### config.mk
export PLATFORM = sky130hd
export DESIGN_NAME = mod47_mul_seq
export DESIGN_NICKNAME = d
export VERILOG_FILES = /design/src/rtl/mod47_mul_seq.sv
export SDC_FILE = /design/constraint.sdc
export NUM_CORES = 1
export LEC_CHECK = 0
export CAP_MARGIN = 20
export CORE_ASPECT_RATIO = 0.9
export CORE_MARGIN = 3
export CORE_UTILIZATION = 59
export DETAILED_ROUTE_END_ITERATION = 12
export GPL_TIMING_DRIVEN = 1
export PLACE_DENSITY = 0.81
export SETUP_SLACK_MARGIN = 0.02
export SYNTH_ARGS = -nofsm -noshare
export SYNTH_HDL_FRONTEND = slang
export SYNTH_SLANG_ARGS = --single-unit
### constraint.sdc
create_clock -name clk -period 7.5 [get_ports clk]
set_input_delay 1.5 -clock clk [delete_from_list [all_inputs] [get_ports clk]]
set_output_delay 1.5 -clock clk [all_outputs]
set_load 0.01 [all_outputs]
### src/rtl/mod47_mul_seq.sv
// rtl/mod47_mul_seq.sv - sequential (A*B) mod MODULUS multiplier using one shared 3x3 partial-product multiplier
module mod47_mul_seq #(
  parameter int unsigned MODULUS = 47
) (
  input  logic       clk,
  input  logic       rst,
  input  logic       in_valid,
  output logic       in_ready,
  input  logic [5:0] a,
  input  logic [5:0] b,
  output logic       out_valid,
  input  logic       out_ready,
  output logic [5:0] res,
  output logic       busy
);

  typedef enum logic [2:0] {
    IDLE = 3'd0,
    PP1  = 3'd1,
    PP2  = 3'd2,
    PP3  = 3'd3,
    PP4  = 3'd4,
    DONE = 3'd5
  } state_t;

  localparam logic [6:0] MOD7 = 7'(MODULUS);

  // Add two residues (each below 64) and fold once; valid whenever the raw sum is below 2*MODULUS.
  function automatic logic [5:0] mod_add(input logic [5:0] x, input logic [5:0] y);
    logic [6:0] s;
    s = {1'b0, x} + {1'b0, y};
    return (s >= MOD7) ? 6'(s - MOD7) : s[5:0];
  endfunction

  state_t     state_q, state_d;
  logic [5:0] ra_q, ra_d;
  logic [5:0] rb_q, rb_d;
  logic [5:0] acc_q, acc_d;
  logic [5:0] res_q, res_d;
  logic       out_valid_q, out_valid_d;
  logic       in_ready_q, in_ready_d;
  logic       busy_q, busy_d;

  logic [2:0] mx, my;
  logic [5:0] pp, pp_red;
  logic [5:0] acc_x2, acc_x4, acc_x8;
  logic [5:0] step_mul8, step_add;

  // Route the digit pair for the current Horner step into the single shared multiplier.
  always_comb begin
    mx = ra_q[2:0];
    my = rb_q[2:0];
    case (state_q)
      PP1: begin mx = ra_q[5:3]; my = rb_q[5:3]; end
      PP2: begin mx = ra_q[5:3]; my = rb_q[2:0]; end
      PP3: begin mx = ra_q[2:0]; my = rb_q[5:3]; end
      default: begin mx = ra_q[2:0]; my = rb_q[2:0]; end
    endcase
    pp        = {3'b000, mx} * {3'b000, my};
    pp_red    = mod_add(pp, 6'd0);
    acc_x2    = mod_add(acc_q, acc_q);
    acc_x4    = mod_add(acc_x2, acc_x2);
    acc_x8    = mod_add(acc_x4, acc_x4);
    step_mul8 = mod_add(acc_x8, pp_red);
    step_add  = mod_add(acc_q, pp_red);
  end

  // Next-state and datapath updates; outputs are registered decodes of the next state.
  always_comb begin
    state_d     = state_q;
    ra_d        = ra_q;
    rb_d        = rb_q;
    acc_d       = acc_q;
    res_d       = res_q;
    out_valid_d = out_valid_q;
    case (state_q)
      IDLE: begin
        if (in_valid) begin
          ra_d    = mod_add(a, 6'd0);
          rb_d    = mod_add(b, 6'd0);
          state_d = PP1;
        end
      end
      PP1: begin
        acc_d   = pp_red;
        state_d = PP2;
      end
      PP2: begin
        acc_d   = step_mul8;
        state_d = PP3;
      end
      PP3: begin
        acc_d   = step_add;
        state_d = PP4;
      end
      PP4: begin
        acc_d       = step_mul8;
        res_d       = step_mul8;
        out_valid_d = 1'b1;
        state_d     = DONE;
      end
      DONE: begin
        if (out_ready) begin
          out_valid_d = 1'b0;
          state_d     = IDLE;
        end
      end
      default: begin
        state_d     = IDLE;
        out_valid_d = 1'b0;
      end
    endcase
    in_ready_d = (state_d == IDLE);
    busy_d     = (state_d != IDLE);
  end

  // State and output registers; reset discards any operation in flight.
  always_ff @(posedge clk) begin
    if (rst) begin
      state_q     <= IDLE;
      ra_q        <= 6'd0;
      rb_q        <= 6'd0;
      acc_q       <= 6'd0;
      res_q       <= 6'd0;
      out_valid_q <= 1'b0;
      in_ready_q  <= 1'b1;
      busy_q      <= 1'b0;
    end else begin
      state_q     <= state_d;
      ra_q        <= ra_d;
      rb_q        <= rb_d;
      acc_q       <= acc_d;
      res_q       <= res_d;
      out_valid_q <= out_valid_d;
      in_ready_q  <= in_ready_d;
      busy_q      <= busy_d;
    end
  end

  assign in_ready  = in_ready_q;
  assign out_valid = out_valid_q;
  assign res       = res_q;
  assign busy      = busy_q;

endmodule

Word-level counts from Yosys, hierarchy flattened
Cells that the tools add are included.
Widths: inputs -> output; s select.
{ "op_classes": {"reduce_logical": 10, "div_mod_pow": 0, "n_mux": 16, "shift": 0, "mul": 1, "bitwise": 1, "n_lt_le_gt_ge": 8, "add_sub_neg": 13, "n_eq_ne": 6} }
{ "op_table": {"columns": ["cell", "n"], "rows": [
  ["$mux 6", 8],
  ["$sub 6x6->6 const B", 8],
  ["$add 6x6->7", 5],
  ["$ge 7x6->1 const B", 5],
  ["$ge 6x6->1 const B", 3],
  ["$pmux 3 s6", 1],
  ["$pmux 6 s3", 1],
  ["$mux 3", 4],
  ["$eq 3x2->1 const B", 2],
  ["$eq 3x3->1 const B", 2],
  ["$logic_not 3->1", 2],
  ["$mul 3x3->6", 1],
  ["$reduce_bool 3->1", 2],
  ["$reduce_or 2->1", 3],
  ["$reduce_and 2->1", 2],
  ["$reduce_or 4->1", 1],
  ["$eq 3x1->1 const B", 1],
  ["$pmux 1 s3", 1],
  ["$ne 2x2->1 const B", 1],
  ["$mux 1", 1],
  ["$not 1->1", 1]
]} }
{ "totals": {"in_bits": 16, "latch_bits": 0, "regBits": 30, "out_inout_bits": 9, "memories": 0, "mem_bits_ro": 0, "elab_cells": 63, "mem_bits_rw": 0} }

Longest topological paths before layout
Gate-level depths: netlist of run 1.
{ "logic_depth": {"depth_word": 13, "depth_mapped": 23, "depth_no_buf": 23} }

Least setup slack after synthesis of run 1
No wires, ideal clock.
{ "synth_timing": {"path_kind": "reg-to-reg", "start": "register state_q[2]", "end": "register acc_q[0]", "n_path_buf": 1, "synth_period_minus_slack_ns": 5.687, "required_time_ns": 7.397, "path_stages_with_launch": 24, "slack_ns": 1.813, "t_arrival_ns": 5.583, "setup_time_ns": 0.103, "cell_sequence": "dfxtp_1 -> buf_1 -> nor2_1 -> mux2i_1 -> nor2_1 -> fa_1 -> ha_1 -> inv_1 -> fa_1 -> nand3b_2 -> a22oi_1 -> and4_1 -> xnor2_1 -> ha_1 -> o21a_1 -> o21ai_0 -> mux2i_1 -> a311o_1 -> a211o_1 -> a21oi_1 -> nand2_1 -> xnor2_1 -> o211a_1 -> a2111oi_2"} }
{ "synth_via": {"elab_chain_cells": 10, "elab_cells_between_ends": 23, "cone_classes": "add/sub: 5; mul: 1; order compare: 3; eq/ne: 4; mux: 6; reduce/logical: 4"} }
{ "synth_rtl": {"columns": ["element", "line_no", "source"], "rows": [
  ["from (decl)", "35", "state_t state_q, state_d;"],
  ["from (signal assigned)", "129", "state_q <= state_d;"],
  ["$eq 3x2->1 or $eq 3x1->1 (tied branches)", "53, 76", null],
  ["$reduce_or 2->1 (no line)", null, null],
  ["$mux 3", "53", "case (state_q)"],
  ["$mul 3x3->6", "59", "pp = {3'b000, mx} * {3'b000, my};"],
  ["$sub 6x6->6 or $ge 6x6->1 (tied branches)", "32", "return (s >= MOD7) ? 6'(s - MOD7) : s[5:0];"],
  ["$mux 6", "32", null],
  ["$add 6x6->7", "31", "s = {1'b0, x} + {1'b0, y};"],
  ["$sub 6x6->6 or $ge 7x6->1 (tied branches)", "32", null],
  ["$mux 6", "32", null],
  ["$pmux 6 s3", "76", "case (state_q)"],
  ["to (signal assigned)", "123", "acc_q <= 6'd0;"],
  ["to (signal assigned)", "132", "acc_q <= acc_d;"],
  ["to (decl)", "38", "logic [5:0] acc_q, acc_d;"]
]} }
Parallel ways exist; a longest one is shown, timed or not.
A chain may end at the register's enable or synchronous reset.

Final worst setup path of run 1
{ "layout_timing": {"start": "register state_q[1]", "end": "register acc_q[0]"} }
The elaborated chain is that of the path after synthesis.

==> results of run 1 <==
==> worst max-delay path: stages (launching register included) <==
cell       delay [ps]
dfxtp_1           580
xnor2_1           190
nor2_1            210
mux2i_1           350
nor2_1            110
fa_1              500
ha_1              190
inv_1              60
fa_1              480
nand3b_2          290
a22oi_1           340
and4_1            260
xnor2_1           230
ha_1              340
o21a_1            120
o21ai_0           250
mux2i_1           130
a311o_1           340
a211o_1           330
a21oi_1           280
nand2_1           130
xnor2_1           140
o211a_1           220
a2111oi_2         320
==> cell type report <==
| cell class | count | area share |
|---|---|---|
| clock buffers | 6 | 0.0246 |
| well taps | 62 | 0.0231 |
| repair buffers | 26 | 0.0818 |
| multi-input cells | 308 | 0.665 |
| clock inverters | 2 | 0.00372 |
| flip-flops and latches | 30 | 0.179 |
| inverters | 21 | 0.0234 |
==> layer usage <==
metal / up-vias / global-route usage / wire, um
met5: - / 0 / 0
met4: 0 / 0.0844 / 86
met3: 9 / 0.0417 / 375
met2: 89 / 0.426 / 3540
met1: 1342 / 0.365 / 3310
li1: 1422 / - / -
==> cell families (layout without fill, tap and decap cells) <==
logic type	Yosys count	in the layout	synth area share
AND/OR/NAND/NOR	128	128	0.223
buffers and inverters	35	55	0.0463
flip-flops	30	30	0.202
multiplexers	14	14	0.0530
AO/OA/AOI/OAI	109	109	0.263
XOR/XNOR	31	31	0.0989
adder cells (fa/ha/maj)	26	26	0.114
==> per-stage QoR <==
stage               worst slack [ps]  area [um2]  utilization  hold slack [ps]
floorplan                       1810        2970            -              432
global placement                1340        3240        0.695              442
detailed placement              1090        3240        0.695              450
CTS                             1110        3340        0.716              459
global route                     508        3360        0.721              477
finish                          1010        3360        0.721              457
==> power groups by stage <==
stage	logic (uW)	clock network [uW]	registers, uW
finish	368	137	222
detailed placement	359	0	225
CTS	362	139	221
global route	408	145	226
floorplan	293	0	201
global placement	352	0	224
==> final timing paths <==
kind	end	slack [ps]	cells past startpoint
min reg2reg	out_valid	460	2
max	acc_q[0]	1010	23
min	out_valid	460	2
max reg2reg	acc_q[0]	1010	23
==> synth_stat cells (2+ instances only) <==
cell type	instances	area share
nor2_1	40	0.050
a31oi_1	5	0.011
nand2_1	26	0.033
o21bai_1	3	0.0076
or3_1	4	0.0084
clkbuf_1	8	0.010
xnor2_1	17	0.050
o21ai_0	16	0.027
ha_1	24	0.10
nand2b_1	4	0.0084
xor2_1	11	0.032
a21oi_1	22	0.037
o2111ai_1	2	0.0059
mux2i_1	12	0.040
dfxtp_1	30	0.20
xor2_2	2	0.011
buf_1	3	0.0038
o221ai_1	4	0.012
a221oi_1	4	0.012
fa_1	2	0.013
inv_1	21	0.027
nand3_1	8	0.013
a211oi_1	13	0.033
nor3_1	10	0.017
and3_1	3	0.0063
o21a_1	2	0.0050
o21ai_1	3	0.0050
nand3b_1	5	0.013
and3b_1	2	0.0059
o22ai_1	3	0.0063
a21o_1	2	0.0050
nor2b_1	6	0.013
o211ai_1	5	0.013
and4_1	2	0.0059
nor4b_1	3	0.0088
a22oi_1	2	0.0050
a311oi_1	4	0.012
nand4b_1	3	0.0088
buf_2	2	0.0034
nand4_1	4	0.0084
==> layout by cell type (no fill, tap or decap), types with 10 or more instances in the layout <==
master	synthesis	layout
nor2_1	40	40
dfxtp_1	30	30
nand2_1	26	26
ha_1	24	24
clkdlybuf4s50_1	0	24
a21oi_1	22	22
inv_1	21	21
xnor2_1	17	17
o21ai_0	16	16
a211oi_1	13	13
mux2i_1	12	12
xor2_1	11	11
nor3_1	10	10
==> flip-flops by register name (all words and copies together) (netlist names) <==
| register | count |
|---|---|
| in_ready | 1 |
| out_valid | 1 |
| state_q | 3 |
| acc_q | 6 |
| rb_q | 6 |
| busy | 1 |
| res | 6 |
| ra_q | 6 |
==> impl_metrics.json, run 1 <==
{
  "outcome": "finished, final reports clean",
  "cts_buffer_depth": 2,
  "grt_pass1_wl_um": 12400,
  "tightestPinTransition_ps": 959,
  "diodes": 0,
  "cp_max_fo": 14,
  "fin_tns_setup_ps": 0,
  "drtAntennaViolNets": 0,
  "grt_max_degree": 32,
  "seqPwrFrac": 0.305,
  "hp-class": "flip-flop to flip-flop",
  "cp-end-kind": "flip-flop",
  "worstSetupStartpoint": "state_q[1]",
  "ir_worst_vdd_mv": 0.116,
  "ys_seq_elements": 30,
  "grt_overflow": 0,
  "avgSynthCellArea_um2": 7.97,
  "cts_resized": 0,
  "post-route-drc-count": 0,
  "wirelength_um": 7320,
  "power.share.clock": 0.188,
  "ys.flop_type": "dfxtp_1",
  "cts_setup_buffers": 0,
  "power_uw": 726,
  "clk_latency_ps": 280,
  "crit_required_ps": 7680,
  "root_buffer": "clkbuf_8",
  "via_count": 2862,
  "internal_power_uw": 408,
  "finalHoldViolCount": 0,
  "synth-seq-area-share": 0.202,
  "p_comb_frac": 0.506,
  "min_period_ps": 6490,
  "cts_tree": "done",
  "multi_input_area_mm2": 0.00224,
  "start_util": 0.638,
  "fin_cells": 455,
  "cts-hold-fix-buffers": 0,
  "netlist_instances": 373,
  "p_leak_uw": 0.00134,
  "cts_made_buffers": 5,
  "grt_pass1_vias": 2617,
  "synth-warning-count": 0,
  "path_class": "flip-flop to flip-flop",
  "p_sw_frac": 0.438,
  "syn_to_final_growth_pct": 13.1,
  "dieArea_mm2": 0.00593,
  "place.port_buffers": 24,
  "drive_above_1_share": 0.0738,
  "post-route-period-util": 0.865,
  "fmax_mhz": 154,
  "slew_headroom": 0.356,
  "ios": 25,
  "p_per_area_mw_per_mm2": 216,
  "die_w_um": 80.8,
  "arrival_ps": 6670,
  "nets": 434,
  "rows": 23,
  "power.net_switching_uw": 318,
  "core_area_mm2": 0.00466,
  "cts.clk_slew.worst_paths_ps": 70,
  "vias_per_cell": 6.29,
  "die_h_um": 73.4,
  "dp.cells": 446,
  "netlist_area_mm2": 0.00297,
  "synth_edf_count": 0,
  "finClkSkew_ps": 6.73,
  "wl_per_cell_um": 16.1,
  "synth_cell_types": 71,
  "rsz0062_at_grt": "false",
  "r2r_start": "state_q[1]",
  "finalMaxSlewViolations": 0,
  "drtIter0Drc": 317,
  "start_kind": "flip-flop",
  "grt_antenna_before_repair": 0,
  "globalplace.congestion": 0.863,
  "htree_levels": 2,
  "dp_hpwl_um": 5600,
  "fillers": 395,
  "drt_first_pass_iters": 5,
  "async_flop_share": 0,
  "holdCritStartpoint": "out_valid",
  "max-cap-violations": 0,
  "synthesis.nets": 415,
  "clock-sinks": 30,
  "setup_violations": 0,
  "seq_area_um2": 601,
  "grt_util_all_layers": 0.265
}
No activity file was read; power rests on OpenSTA's default activity.
==> inputs of run 2 (changes only) <==
PLACE_DENSITY = 0.78   (was 0.81)
SETUP_SLACK_MARGIN = unset   (was 0.02)
==> run 2 against run 1 <==
  * Combinational power decreased by 1%
  * Critical endpoint unchanged
  * Register-to-register slack worse by 60 ps
  * Wire length down 1.8%
  * Via count is 1.0% lower
  * Fmax fell by 0.96%
  * Clock power barely moved
  * Design area is essentially flat
  * Largest cell class unchanged
  * Utilization down 0.054 points
==> impl_metrics.json, run 2 (synthesized netlist as in run 1, its figures left out) <==
{
  "nets": 434,
  "diodes": 0,
  "rsz0062_at_grt": "false",
  "p_per_area_mw_per_mm2": 215,
  "wirelength_um": 7180,
  "min_period_ps": 6550,
  "globalplace.congestion": 0.934,
  "cts_resized": 0,
  "dp_hpwl_um": 5600,
  "grt_antenna_before_repair": 0,
  "r2r_start": "state_q[1]",
  "p_leak_uw": 0.00134,
  "path_delay_family": "compound AO/OA/AOI/OAI gates",
  "die_w_um": 80.8,
  "cts-hold-fix-buffers": 0,
  "slowest_delay_ps": 620,
  "core_area_mm2": 0.00466,
  "cp_num_buf_inv": 1,
  "cts.clk_slew.worst_paths_ps": 70,
  "p_sw_frac": 0.436,
  "place.port_buffers": 24,
  "final_common_cell": "nor2_1",
  "grt_util_all_layers": 0.260,
  "root_buffer": "clkbuf_8",
  "grt_pass1_vias": 2660,
  "ir_worst_vdd_mv": 0.107,
  "cpMaxStageDelayCell": "dfxtp_1",
  "drtAntennaViolNets": 0,
  "power.share.clock": 0.187,
  "path_class": "flip-flop to flip-flop",
  "ios": 25,
  "layout_common_cells": "nor2_1 (40), dfxtp_1 (30), nand2_1 (26), ha_1 (24), clkdlybuf4s50_1 (24)",
  "drtIter0Drc": 246,
  "cp_max_fo": 14,
  "r2r_slack_ps": 950,
  "finalMaxSlewViolations": 0,
  "drt_first_pass_iters": 5,
  "ff2ff_path_depth": 23,
  "via_count": 2832,
  "cp-end-kind": "flip-flop",
  "crit_path_frequent_cell": "xnor2_1",
  "cp_cell_sequence": "xnor2_1, nor2_1, mux2i_1, nor2_1, fa_1, ha_1, inv_1, fa_1, nand3b_2, a22oi_1, and4_1, xnor2_1, ha_1, o21a_1, o21ai_0, mux2i_1, a311o_1, a211o_1, a21oi_1, nand2_1, xnor2_1, o211a_1, a2111oi_2",
  "grt_max_degree": 32,
  "htree_levels": 2,
  "finClkSkew_ps": 5.90,
  "setup_violations": 0,
  "drive_above_1_share": 0.0738,
  "tightestPinTransition_ps": 966,
  "fmax_mhz": 153,
  "finalHoldViolCount": 0,
  "max-cap-violations": 0,
  "slew_headroom": 0.351,
  "worstSetupStartpoint": "state_q[1]",
  "rows": 23,
  "arrival_ps": 6730,
  "power.net_switching_uw": 315,
  "grt_pass1_wl_um": 12200,
  "outcome": "finished, final reports clean",
  "holdCritStartpoint": "out_valid",
  "cts_setup_buffers": 0,
  "power_uw": 723,
  "start_util": 0.638,
  "fin_tns_setup_ps": 0,
  "dieArea_mm2": 0.00593,
  "die_h_um": 73.4,
  "cts_made_buffers": 5,
  "post-route-drc-count": 0,
  "clk_latency_ps": 280,
  "crit_required_ps": 7680,
  "wl_per_cell_um": 15.8,
  "grt_overflow": 0,
  "post-route-period-util": 0.874,
  "vias_per_cell": 6.22,
  "p_comb_frac": 0.504,
  "hp-class": "flip-flop to flip-flop",
  "seqPwrFrac": 0.309,
  "hold_depth": 2,
  "internal_power_uw": 408,
  "path_depth": 23,
  "clock-sinks": 30,
  "syn_to_final_growth_pct": 13.0,
  "cts_tree": "done",
  "cts_buffer_depth": 2,
  "start_kind": "flip-flop"
}
## run 2: cell types whose count changed in the layout (fill, tap and decap cells not counted), sizes merged
cell / before / now
buf: 2 / 1
clkbuf: 6 / 7
## run 2: final timing paths
check / to
max reg2reg: acc_q[0]
min reg2reg: out_valid
max: acc_q[0]
min: out_valid
## run 2: cell type report
type	count	area (um2)
clock inverters	2	12.5
clock buffers	6	82.6
fillers	390	1300
multi-input cells	308	2240
well taps	62	77.6
repair buffers	26	273
inverters	21	78.8
flip-flops and latches	30	601
## run 2: routing by layer
metal | wire, um | GRT usage
met4 | 46 | 0.0582
met1 | 3300 | 0.340
met2 | 3410 | 0.446
met3 | 426 | 0.0490
met5 | 0 | 0
## run 2: through the flow
stage | worst slack [ps] | instance area (um2) | hold WS, ps | std cells | utilization
after floorplan | 1810 | 2970 | 432 | 373 | -
after global placement | 1340 | 3240 | 449 | 446 | 0.695
after detailed placement | 1030 | 3240 | 456 | 446 | 0.695
after CTS | 1000 | 3340 | 465 | 454 | 0.716
after global routing | 447 | 3360 | 496 | 455 | 0.721
final | 949 | 3360 | 465 | 455 | 0.721
## run 2: power by group through the flow
| stage | Sequential (uW) | Clock, uW | Combinational, uW |
|---|---|---|---|
| final | 223 | 135 | 364 |
| after global placement | 224 | 0 | 351 |
| after floorplan | 201 | 0 | 293 |
| after CTS | 222 | 138 | 359 |
| after detailed placement | 226 | 0 | 356 |
| after global routing | 227 | 145 | 404 |
## run 2: worst register-to-register path: stages (launching register included)
cell       delay, ps
dfxtp_1          620
xnor2_1          190
nor2_1           220
mux2i_1          300
nor2_1            90
fa_1             530
ha_1             200
inv_1             60
fa_1             490
nand3b_2         300
a22oi_1          300
and4_1           250
xnor2_1          260
ha_1             360
o21a_1           130
o21ai_0          270
mux2i_1          120
a311o_1          330
a211o_1          330
a21oi_1          280
nand2_1          130
xnor2_1          140
o211a_1          220
a2111oi_2        320
==> patch 1 (flow settings as in run 1) <==
The 6 states of `state_t` get a Gray code encoding in 3 bits.
--- a/src/rtl/mod47_mul_seq.sv
+++ b/src/rtl/mod47_mul_seq.sv
@@ -16,10 +16,10 @@
 
   typedef enum logic [2:0] {
-    IDLE = 3'd0,
-    PP1  = 3'd1,
-    PP2  = 3'd2,
-    PP3  = 3'd3,
-    PP4  = 3'd4,
-    DONE = 3'd5
+    IDLE = 3'b000,
+    PP1  = 3'b001,
+    PP2  = 3'b011,
+    PP3  = 3'b010,
+    PP4  = 3'b110,
+    DONE = 3'b111
   } state_t;
 
Formal check against the unedited RTL: same outputs for any inputs over 4 cycles, from zero or initial values and one cycle with rst high; so few cycles prove little.
==> patch 1 against run 1 <==
- power down 3.0%
- critical endpoint is now acc_q[1]
- sequential cell count did not move
- clock power down 4%
- hold slack better by 0.0022 ns
- setup slack worse by 0.15 ns
- synthesized cell count rose by 15%
- cell area is 8.4% higher
- cell count is 12% higher
- clock skew barely moved
- largest power group unchanged
- largest cell class unchanged
- wire length rose by 15%
- area after synthesis is 10% higher
- first-iteration DRC count fell by 31%
==> patch 1: results (changes against run 1) <==
[cts]
clockRootBuffer=clkbuf_8
postCtsResizedCells=0  ; unchanged
cts_made_buffers=5  ; unchanged
ctsHtreeMaxLevel=2  ; unchanged
cts_post_setup_buffers_inserted=0  ; unchanged

[place]
dp.final_hpwl_mm=6.53  ; +16%
placedCellCount=501  ; +12%
pre_cts_ws_ns=0.980  ; -0.112 ns
gp_congestion=0.896  ; +3.7%
number_of_buffers_inserted_by_port_buffering=24  ; unchanged
placed_cell_area_um2=3530  ; +8.9%

[synth]
seq_area_frac_synth=0.183  ; -0.0185
compound_gate_fraction_of_synth_area=0.286  ; +0.0229
synth-adder-area-share=0.107  ; -0.00706
top_cells_by_instance_count_after_synthesis=nor2_1 (44), nand2_1 (36), dfxtp_1 (30), a21oi_1 (25), ha_1 (24)
synthArstFlopShare=0  ; unchanged
yosysWarningCount=0  ; unchanged
yosysUniqueCellTypes=68  ; -4.2%
postSynthCellCount=428  ; +15%
synthesis.nets=470  ; +13%
post_synthesis_mux_area_share=0.0474  ; -0.00563
top_cells_by_area_synth=dfxtp_1 (18%), ha_1 (9.2%), xnor2_1 (5.1%)
xor_and_xnor_fraction_of_the_mapped_netlist_area=0.0852  ; -0.0137

[run_status]
run_status=finished clean

[route]
routedLengthMet1_mm=3.98  ; +20%
route.met3.wl_um=497  ; +33%
per_cell_routed_wire_length_um=16.5  ; +2.8%
routed-wl-met2_mm=3.76  ; +6.2%
detail_route.first_pass.iterations=4  ; -1
first_iter_violations=218  ; -31%
num_vias=3314  ; +16%

[layout]
fillerInstances=459  ; +16%
post_route_cells_drive_above_1_share=0.0700  ; -0.00381
final_net_count=484  ; +12%
final_cells=510  ; +12%

[power_and_ir_drop]
vdd.ir_drop.worst_mv=0.173  ; +49%
cellLeakagePower_nw=1.45  ; +8.3%
power.switching_mw=0.313  ; -1.7%

[global_routing]
grt_antenna_before_repair=0  ; unchanged
grt_start_max_net_pins=31  ; -3.1%
grtUsageTotal=0.258  ; -0.00776
grt_pass1_vias=2984  ; +14%
grt_pass1_wl_mm=14.0  ; +13%

[setup_path]
crit_path_max_fanout=14  ; unchanged
crit_path_max_incr_delay_ns=0.62  ; +0.04 ns
worstRegToRegCells=21  ; -8.7%
worst_ep_arrival_time_ns=6.78  ; +0.11 ns
worst_path_max_delay_cell=dfxtp_1

[sta]
fin_skew_ns=0.00705  ; +0.000315 ns
maxSlewHeadroom=0.277  ; -0.0793

[patch 1: cell count changes in the layout (fill, tap and decap cells not counted), moves of 5 or more]
cell | before | now
o21ai_0 | 16 | 21
a311oi_1 | 4 | 9
nand2_1 | 26 | 36
and2_1 | 1 | 7
nand3_1 | 8 | 15
[patch 1: cells by family after synthesis]
| group | count (synthesis) |
|---|---|
| buf+inv | 38 |
| simple gates | 158 |
| compound gates | 129 |
| flops | 30 |
| fa+ha+maj | 27 |
| mux | 15 |
| xor+xnor | 31 |
[patch 1: final timing paths]
path	from	end	slack, ns
worst max-delay path	state_q[0]	acc_q[1]	0.86
worst min-delay path	res[0]	res[0]	0.46
worst max register to register	state_q[0]	acc_q[1]	0.86
worst min register to register	res[0]	res[0]	0.46
[patch 1: metal layers]
metal	up-vias	GRT usage
li1	1636	-
met1	1547	0.354
met2	109	0.407
met3	22	0.0440
met4	0	0.0886
met5	-	0
[patch 1: final cells by class]
type                    instances  area [um2]  share of cell area
flip-flops and latches         30         601               0.165
clock buffers                   5        68.8              0.0189
multi-input cells             360        2530               0.694
repair buffers                 25         265              0.0728
well taps                      67        83.8              0.0230
clock inverters                 3        21.3             0.00584
inverters                      20        75.1              0.0206
[patch 1: critical path: cells and delay by family (launching register included)]
family,cells,cell delay [ns]
fa+ha+maj,5,1.85
compound gates,7,1.73
xor+xnor,2,0.77
simple gates,4,0.75
mux,2,0.68
flops,1,0.62
buf+inv,1,0.06
[patch 1: power by group through the flow]
stage | sequential (mW) | combinational [mW] | clock (mW)
after detailed placement | 0.218 | 0.348 | 0
after global routing | 0.220 | 0.396 | 0.140
after CTS | 0.214 | 0.351 | 0.134
final | 0.216 | 0.358 | 0.131
after floorplan | 0.193 | 0.289 | 0
after global placement | 0.217 | 0.339 | 0
==> patch 2 (settings of run 1) <==
Without the edit above. The parameter `MODULUS` goes from 47 to 32.
--- a/src/rtl/mod47_mul_seq.sv
+++ b/src/rtl/mod47_mul_seq.sv
@@ -1,5 +1,5 @@
 // rtl/mod47_mul_seq.sv - sequential (A*B) mod MODULUS multiplier using one shared 3x3 partial-product multiplier
 module mod47_mul_seq #(
-  parameter int unsigned MODULUS = 47
+  parameter int unsigned MODULUS = 32
 ) (
   input  logic       clk,
Function: changed (Yosys sat finds a counterexample within 10 cycles, from zero or initial values and one cycle with rst high).
==> patch 2 against run 1 <==
- sequential power decreased by 17%
- non-clock buffer count decreased by 3
- area after synthesis decreased by 44%
- sequential cell count did not move
- clock skew is 0.0021 ns higher
- global-route usage down 2.1 points
- combinational power decreased by 75%
- setup slack better by 2.2 ns
- sequential share of layout area increased by 12 points
- wire length shrank 51%
- power decreased by 45%
- cell area decreased by 41%
- critical endpoint is now acc_q[4]
- largest cell class unchanged
==> patch 2: results (changes against run 1) <==
[place]
dp.final_hpwl_mm=2.72  ; -51%
number_of_buffers_inserted_by_port_buffering=22  ; -8.3%
gp_congestion=0.982  ; +14%
placed_cell_area_um2=1910  ; -41%

[sta]
fin_skew_ns=0.00883  ; +0.00209 ns
worst_slew_pin_slew_ns=0.562  ; -0.397 ns

[synth]
seq_area_frac_synth=0.360  ; +0.158
synthesis.nets=236  ; -43%
synthArstFlopShare=0  ; unchanged
synth-edff-count=0  ; unchanged
yosysWarningCount=0  ; unchanged
synth-main-ff-cell=dfxtp_1
top_cells_by_area_synth=dfxtp_1 (36%), ha_1 (9.0%), nand2_1 (8.3%)
top_cells_by_instance_count_after_synthesis=nand2_1 (37), dfxtp_1 (30), a21oi_1 (23), nor2_1 (22), ha_1 (12)
yosysUniqueCellTypes=39  ; -45%

[setup_path]
worstReg2RegStart=state_q[1]
worst_path_max_delay_cell=dfxtp_1
worstRegToRegCells=13  ; -43%
timing.reg2reg.setup_slack_ns=3.17  ; +2.16 ns
worst_path_dominant_cell_family=adder cells
crit_path_max_incr_delay_ns=0.58  ; about the same
r2r_end=acc_q[4]
crit_path_max_fanout=12  ; -2
worst_ep_arrival_time_ns=4.55  ; -2.12 ns

[cts]
cts_post_setup_buffers_inserted=0  ; unchanged
ctsHtreeMaxLevel=2  ; unchanged
clock_tree.buffer_depth=2  ; unchanged
clock_insertion_delay_worst_skew_ns=0.33  ; +0.05 ns
cts_made_buffers=5  ; unchanged
clockRootBuffer=clkbuf_4
clkTransAtPathRegs_ns=0.10  ; +0.03 ns
postCtsResizedCells=0  ; unchanged

[route]
num_vias=1439  ; -50%
per_cell_routed_wire_length_um=13.6  ; -15%
detail_route.first_pass.iterations=4  ; -1
first_iter_violations=39  ; -88%

[global_routing]
grt_start_max_net_pins=30  ; -6.3%
grtUsageTotal=0.244  ; -0.0210
grt_pass1_wl_mm=6.40  ; -48%
grt_antenna_before_repair=0  ; unchanged

[min_path]
min_to=res[5]
worst_hold_startpoint=res[5]
worstHoldPathType=reg2reg
holdPathStages=2  ; unchanged

[layout]
diodes=0  ; unchanged
final_net_count=258  ; -41%
post_route_cells_drive_above_1_share=0.0573  ; -0.0165

[power_and_ir_drop]
cellLeakagePower_nw=0.778  ; -42%
vdd.ir_drop.worst_mv=0.139  ; +20%

[run_status]
run_status=finished clean

patch 2: worst max-delay path by stage:
| stage | startpoint | to | slack, ns | depth (start not counted) |
|---|---|---|---|---|
| 5_1_grt | state_q[0] | acc_q[4] | 2.87 | 12 |
| 6_report | state_q[1] | acc_q[4] | 3.17 | 13 |
| 3_3_place_gp | state_q[0] | acc_q[4] | 3.35 | 12 |
| 4_1_cts | state_q[1] | acc_q[4] | 3.18 | 13 |
| 2_1_floorplan | state_q[0] | acc_q[4] | 3.97 | 14 |
| 3_5_place_dp | state_q[1] | acc_q[4] | 3.21 | 13 |
patch 2: through the flow:
step	hold slack (ns)	instances	utilization
5_1_grt	0.489	265	0.771
2_1_floorplan	0.436	204	-
4_1_cts	0.460	265	0.771
6_report	0.456	265	0.771
3_5_place_dp	0.447	257	0.740
3_3_place_gp	0.442	257	0.740
patch 2: power by group:
| part | switching [mW] | internal, mW |
|---|---|---|
| Combinational | 0.0510 | 0.0401 |
| Sequential | 0.0116 | 0.173 |
| Clock | 0.0573 | 0.0690 |
patch 2: cell type report:
class	count	area, um2
clock inverter	3	40.0
sequential	30	601
clock buffer	5	37.5
multi-input combinational	156	992
timing repair buffer	23	228
fill	198	591
inverter	10	37.5
tap	38	47.5
patch 2: logic make-up (layout without fill, tap and decap cells):
kind of cell    Yosys count  count (layout)  share of synthesized area
compound gates           47              47                      0.166
xor+xnor                  6               6                     0.0360
fa+ha+maj                16              16                      0.138
buf+inv                  18              41                     0.0457
flops                    30              30                      0.360
mux                       6               6                     0.0360
other cells               1               1                    0.00225
simple gates             80              80                      0.216
patch 2: metal layers:
metal,share of wire,routed length [um],GRT usage,vias to the layer above
met3,0.066,239,0.0851,6
li1,-,-,-,733
met1,0.44,1600,0.307,661
met4,0.011,41,0.0848,0
met2,0.48,1730,0.380,39
met5,0,0,0,-
patch 2: worst min-delay path: stages (launching register included):
cell and delay, ns:
dfxtp_1 0.32, nand2_1 0.05, a21oi_1 0.05
